## src/rtl/seg7_pkg.sv

```systemverilog
// seg7_pkg: shared constants and hex-to-segment table for the 7-segment scanner
//   DIGITS_DEF : default number of multiplexed digits
//   SEG_BLANK  : all segments off (active-low)
//   SEG_ZERO   : pattern for hex 0, dp off
//   HEX_SEG    : active-low {dp,g,f,e,d,c,b,a} pattern per nibble, dp bit off
package seg7_pkg;
   localparam int DIGITS_DEF = 8;
   localparam logic [7:0] SEG_BLANK = 8'hFF;
   localparam logic [7:0] SEG_ZERO = 8'hC0;
   localparam logic [15:0][7:0] HEX_SEG = {
      8'h8E, 8'h86, 8'hA1, 8'hC6, 8'h83, 8'h88, 8'h90, 8'h80,
      8'hF8, 8'h82, 8'h92, 8'h99, 8'hB0, 8'hA4, 8'hF9, 8'hC0
   };
endpackage

```

## src/rtl/seg7_decode.sv

```systemverilog
// seg7_decode: combinational nibble to active-low 7-segment lookup
//   nib : hex digit in
//   seg : {g,f,e,d,c,b,a}, active-low
module seg7_decode
   import seg7_pkg::*;
(
   input  logic [3:0] nib,
   output logic [6:0] seg
);
   assign seg = HEX_SEG[nib][6:0];
endmodule

```

## src/rtl/seg7_scanner.sv

```systemverilog
// seg7_scanner: multiplexed hex display driver stepping one digit per scan_clk rising edge
//   I_CLK    : system clock
//   rst      : synchronous active-high reset
//   scan_clk : divided scan clock, sampled as asynchronous data
//   data     : 4 bits per digit, digit i = data[4i+3:4i]
//   blank    : per-digit blank, 1 = all segments off
//   dp       : per-digit decimal point, 1 = lit
//   an       : registered one-hot active-low digit select
//   seg      : registered active-low {dp,g,f,e,d,c,b,a}
module seg7_scanner
   import seg7_pkg::*;
#(
   parameter int DIGITS = DIGITS_DEF
) (
   input  logic                I_CLK,
   input  logic                rst,
   input  logic                scan_clk,
   input  logic [4*DIGITS-1:0] data,
   input  logic [DIGITS-1:0]   blank,
   input  logic [DIGITS-1:0]   dp,
   output logic [DIGITS-1:0]   an,
   output logic [7:0]          seg
);
   localparam int IW = DIGITS > 1 ? $clog2(DIGITS) : 1;
   logic s1, s2, s3, tick, wrap;
   logic [IW-1:0] idx, idx_next;
   logic [4*DIGITS-1:0] data_sh, cur_data;
   logic [DIGITS-1:0] blank_sh, dp_sh, cur_blank, cur_dp, an_next;
   logic [6:0] seg7;
   logic [7:0] seg_next;
   assign tick = s2 & ~s3;
   assign wrap = idx == IW'(DIGITS - 1);
   assign idx_next = wrap ? '0 : idx + 1'b1;
   // The wrap edge both captures the new frame and shows its digit 0, so it
   // must look at the live inputs rather than the not-yet-updated shadow.
   assign cur_data = wrap ? data : data_sh;
   assign cur_blank = wrap ? blank : blank_sh;
   assign cur_dp = wrap ? dp : dp_sh;
   assign an_next = ~(DIGITS'(1) << idx_next);
   assign seg_next = cur_blank[idx_next] ? SEG_BLANK : {~cur_dp[idx_next], seg7};
   seg7_decode u_dec (
      .nib(cur_data[{idx_next, 2'b00} +: 4]),
      .seg(seg7)
   );
   always_ff @(posedge I_CLK) begin
      if (rst) begin
         s1 <= 1'b0;
         s2 <= 1'b0;
         s3 <= 1'b0;
         idx <= '0;
         data_sh <= '0;
         blank_sh <= '0;
         dp_sh <= '0;
         an <= ~DIGITS'(1);
         seg <= SEG_ZERO;
      end else begin
         s1 <= scan_clk;
         s2 <= s1;
         s3 <= s2;
         if (tick) begin
            idx <= idx_next;
            an <= an_next;
            seg <= seg_next;
            if (wrap) begin
               data_sh <= data;
               blank_sh <= blank;
               dp_sh <= dp;
            end
         end
      end
   end
endmodule

```

## config.mk

```make
export PLATFORM = sky130hd
export DESIGN_NAME = seg7_scanner
export DESIGN_NICKNAME = d
export VERILOG_FILES = /design/src/rtl/seg7_pkg.sv /design/src/rtl/seg7_decode.sv /design/src/rtl/seg7_scanner.sv
export SDC_FILE = /design/constraint.sdc
export NUM_CORES = 1
export LEC_CHECK = 0
export ABC_AREA = 0
export CAP_MARGIN = 15
export CORE_MARGIN = 3
export CORE_UTILIZATION = 35
export CTS_CLUSTER_DIAMETER = 120
export DETAILED_ROUTE_END_ITERATION = 10
export PLACE_DENSITY = 0.56
export REMOVE_ABC_BUFFERS = 1
export SETUP_SLACK_MARGIN = 0.3
export SLEW_MARGIN = 25
export SYNTH_ARGS = -nofsm -noshare
export SYNTH_HDL_FRONTEND = slang
export SYNTH_SLANG_ARGS = --single-unit
export TNS_END_PERCENT = 10
```

## constraint.sdc

```tcl
create_clock -name I_CLK -period 2.9 [get_ports I_CLK]
set_input_delay 0.29 -clock I_CLK [delete_from_list [all_inputs] [get_ports I_CLK]]
set_output_delay 0.29 -clock I_CLK [all_outputs]
set_load 0.005 [all_outputs]
```

==> metrics, run 1 <==
delay of the slowest critical-path stage=540 ps; Gate Count Post-Synth=between 300 and 400; diode count=0; maximum vdd drop=about 260 uV; synthesized-area fraction occupied by adder cells=0.0308; outcome=complete, no violations; Synth Area in Simple Gates=0.206; CTS tree=yes; P&R area growth vs syn=35.0%; dpl cell area=0.00398 mm2; CP arrival=between 2000 and 3000 ps; Most used DFF post-synth=dfxtp_1; number of CTS-inserted buffers=9; Core ar.=approximately 0.0089 mm2; grt ovf=0; number of synthesized register bits=70; synth warn=0; Power Internal=0.00160 W; die height=102 um; RSZ-0062 raised after global routing=yes; sw frac=0.217; crit path time final=approximately 2700 ps; post-route ant nets=0; worst skew pair latency=350 ps; final RePlAce weighted congestion=approximately 0.80; Clock transition at path regs=~80 ps; share of cells above drive strength 1=0.140; Setup Skew=between 8 and 9 ps; detailed placement HPWL=about 5400 um; CP Capture Type=register; Post-synth EDFFs=0; peak fanout along the critical path=5; Net Sw Power=about 0.00044 W; largest cells by area after synthesis=dfxtp_1, nand2_1, a21oi_1, mux2i_1, mux4_2; via count=around 2800; drt drc=0; mean number of vias per cell=roughly 5; layout net count=roughly 510; Pwr Density=around 470 mW/mm2; First DRT Iteration DRCs=98; Worst slew margin=0.615; placed cell count=540; Filler cells=between 800 and 900; crit-path cells=ha_4 > mux4_2 > mux4_2 > clkinv_4 > buf_6 > ha_4 > mux2i_1 > mux2_4 > a211oi_2; synthesized cell area=between 0.003 and 0.004 mm2; port bufs=66; Tcrit/Tclk final=0.915; Max Cap Viol=0; crit path max-delay cell type=mux4_2; Pre-Repair DR Iteration Count=4; Compound-Gate Fraction of Synth Area=0.170; power consumption=about 0.002 W; P_leak=approximately 1.5 nW; Die Width=between 100 and 150 um; Max Clock Freq=roughly 380 MHz; fraction of registers with async set/reset=0; die area=0.0105 mm2; initial antenna violation count=0; commonest non-fill, non-tap cell in the layout=nand2_1; initial core utilization=0.366; # clock sinks=70; Least-Margin Pin Slew=roughly 580 ps; num rows=34; Setup-failing EPs final=0; post-route insts no fill=566; sequential share of power=0.476; top cell type's share of synthesized area=0.431; cell taking the most area after synthesis=dfxtp_1; global-route wire length before repair=about 13000 um; Worst Path Required=approximately 3200 ps; post-synthesis mux area share=0.106; Seq/Total Area, Yosys=0.431; WL/cell=approximately 14 um; most frequent cells in the layout=nand2_1, dfxtp_1, clkdlybuf4s50_1, a21oi_1, buf_4; design area=roughly 0.0044 mm2; H-tree Lvls=3; largest net degree at the start of global routing=48; Worst Hold Slack=around 360 ps; Combinational Power Share=0.077; Overall Global Routing Usage=0.157; Avg Cell Area, Syn=8.47 um2; final hold vios=0; xor/xnor cell area share of the yosys netlist=0.00269; CTS root buf=clkbuf_8; Post-Route WL=7900 um; CTS max path bufs=2; crit path kind=reg -> reg; combinational family with the most area after synthesis=simple AND/OR/NAND/NOR gates; startpoint type of the worst setup path=register; Yosys cell types=47; Pins Over Slew Limit=0; HP Class=in -> reg; vias in the first global route=2724; IO Count=67; clock network fraction of total power=0.447
==> worst max-delay path: cells and delay by family, from the launching register on <==
kind                     cells  cell delay (ps)
multiplexers                 4             1400
adder cells (fa/ha/maj)      2              420
flip-flops                   1              340
buffers and inverters        2              200
AO/OA/AOI/OAI                1              200
==> worst paths after layout <==
| kind | start | end | slack [ps] | cells after the start |
|---|---|---|---|---|
| setup / recovery | idx[1] | seg[3] | 250 | 9 |
| hold / removal | rst | s1 | 360 | 2 |
| setup reg to reg | idx[1] | seg[3] | 250 | 9 |
| hold reg to reg | data_sh[6] | data_sh[6] | 450 | 2 |
==> cells in the mapped netlist (2+ instances only) <==
master / instances
clkbuf_1: 19
nand2_1: 107
o22ai_1: 6
o22ai_2: 2
dfxtp_1: 70
or2_1: 2
nand2b_1: 11
mux2i_1: 16
o221a_1: 2
o211ai_1: 3
and2_1: 2
nor2_1: 16
nor3_1: 4
mux4_2: 6
buf_6: 4
inv_1: 2
a211oi_1: 3
o21bai_1: 2
buf_4: 3
buf_2: 2
ha_1: 8
nor2b_1: 5
mux2_2: 2
or3_1: 2
a21oi_1: 61
o21ai_1: 3
==> per-stage QoR <==
step	util	setup TNS, ps	setup WS [ps]
floorplan	-	-2150	-516
global placement	0.448	0	122
detailed placement	0.448	0	48.6
CTS	0.484	0	259
global route	0.493	0	131
finish	0.493	0	245
==> per-layer routing <==
metal / vias to the layer above / GRT usage / wire, um
li1: 1450 / - / -
met4: 0 / 0.0747 / 164
met1: 1301 / 0.200 / 3660
met2: 47 / 0.255 / 3830
met3: 11 / 0.0294 / 243
met5: - / 0 / 0
==> registers in the layout, indices dropped and copies added, names as in the netlist <==
signal,flops
s3,1
s1,1
s2,1
data_sh,32
dp_sh,8
seg,8
blank_sh,8
an,8
idx,3
==> power groups by stage <==
stage,sequential (W),clock (W),combinational (W)
global placement,0.000996,0,0.000155
detailed placement,0.000996,0,0.000155
CTS,0.000974,0.000932,0.000159
floorplan,0.000998,0,0.0000401
finish,0.000974,0.000914,0.000157
global route,0.000975,0.000972,0.000169
==> logic make-up after synthesis <==
kind of cell | count (synthesis)
compound gates | 91
simple gates | 155
mux | 25
buf+inv | 34
flops | 70
xor+xnor | 1
fa+ha+maj | 8
==> timing repair <==
action,CTS,global route
hold buffers,0,0
endpoints found under the setup margin,7,7
buffers inserted,6,4
pin swaps,2,4
cloned,0,0
gates resized for setup,9,11
==> area by class of cell <==
type	count	area (um2)	area share
clock buffers	12	155	0.0354
clock inverters	4	77.6	0.0177
inverters	4	20.0	0.00456
multi-input cells	280	1750	0.399
flip-flops and latches	70	1400	0.320
well taps	108	135	0.0308
repair buffers	88	845	0.193
Note: power is estimated with default switching activity, not from simulation.
==> run 2: changes to the inputs <==
--- a/config.mk
+++ b/config.mk
@@ -9,12 +9,10 @@
 export CAP_MARGIN = 15
 export CORE_MARGIN = 3
 export CORE_UTILIZATION = 35
-export CTS_CLUSTER_DIAMETER = 120
 export DETAILED_ROUTE_END_ITERATION = 10
 export PLACE_DENSITY = 0.56
 export REMOVE_ABC_BUFFERS = 1
 export SETUP_SLACK_MARGIN = 0.3
-export SLEW_MARGIN = 25
 export SYNTH_ARGS = -nofsm -noshare
 export SYNTH_HDL_FRONTEND = slang
 export SYNTH_SLANG_ARGS = --single-unit
==> results of run 2 <==
Same layout as run 1: the final DEF is identical, and so are final timing and power.
==> run 3: changes to the inputs <==
--- a/config.mk
+++ b/config.mk
@@ -10,6 +10,7 @@
 export CORE_MARGIN = 3
 export CORE_UTILIZATION = 35
 export DETAILED_ROUTE_END_ITERATION = 10
+export GPL_ROUTABILITY_DRIVEN = 0
 export PLACE_DENSITY = 0.56
 export REMOVE_ABC_BUFFERS = 1
 export SETUP_SLACK_MARGIN = 0.3
==> results of run 3 <==
Same layout as run 1: the final DEF is identical, and so are final timing and power.
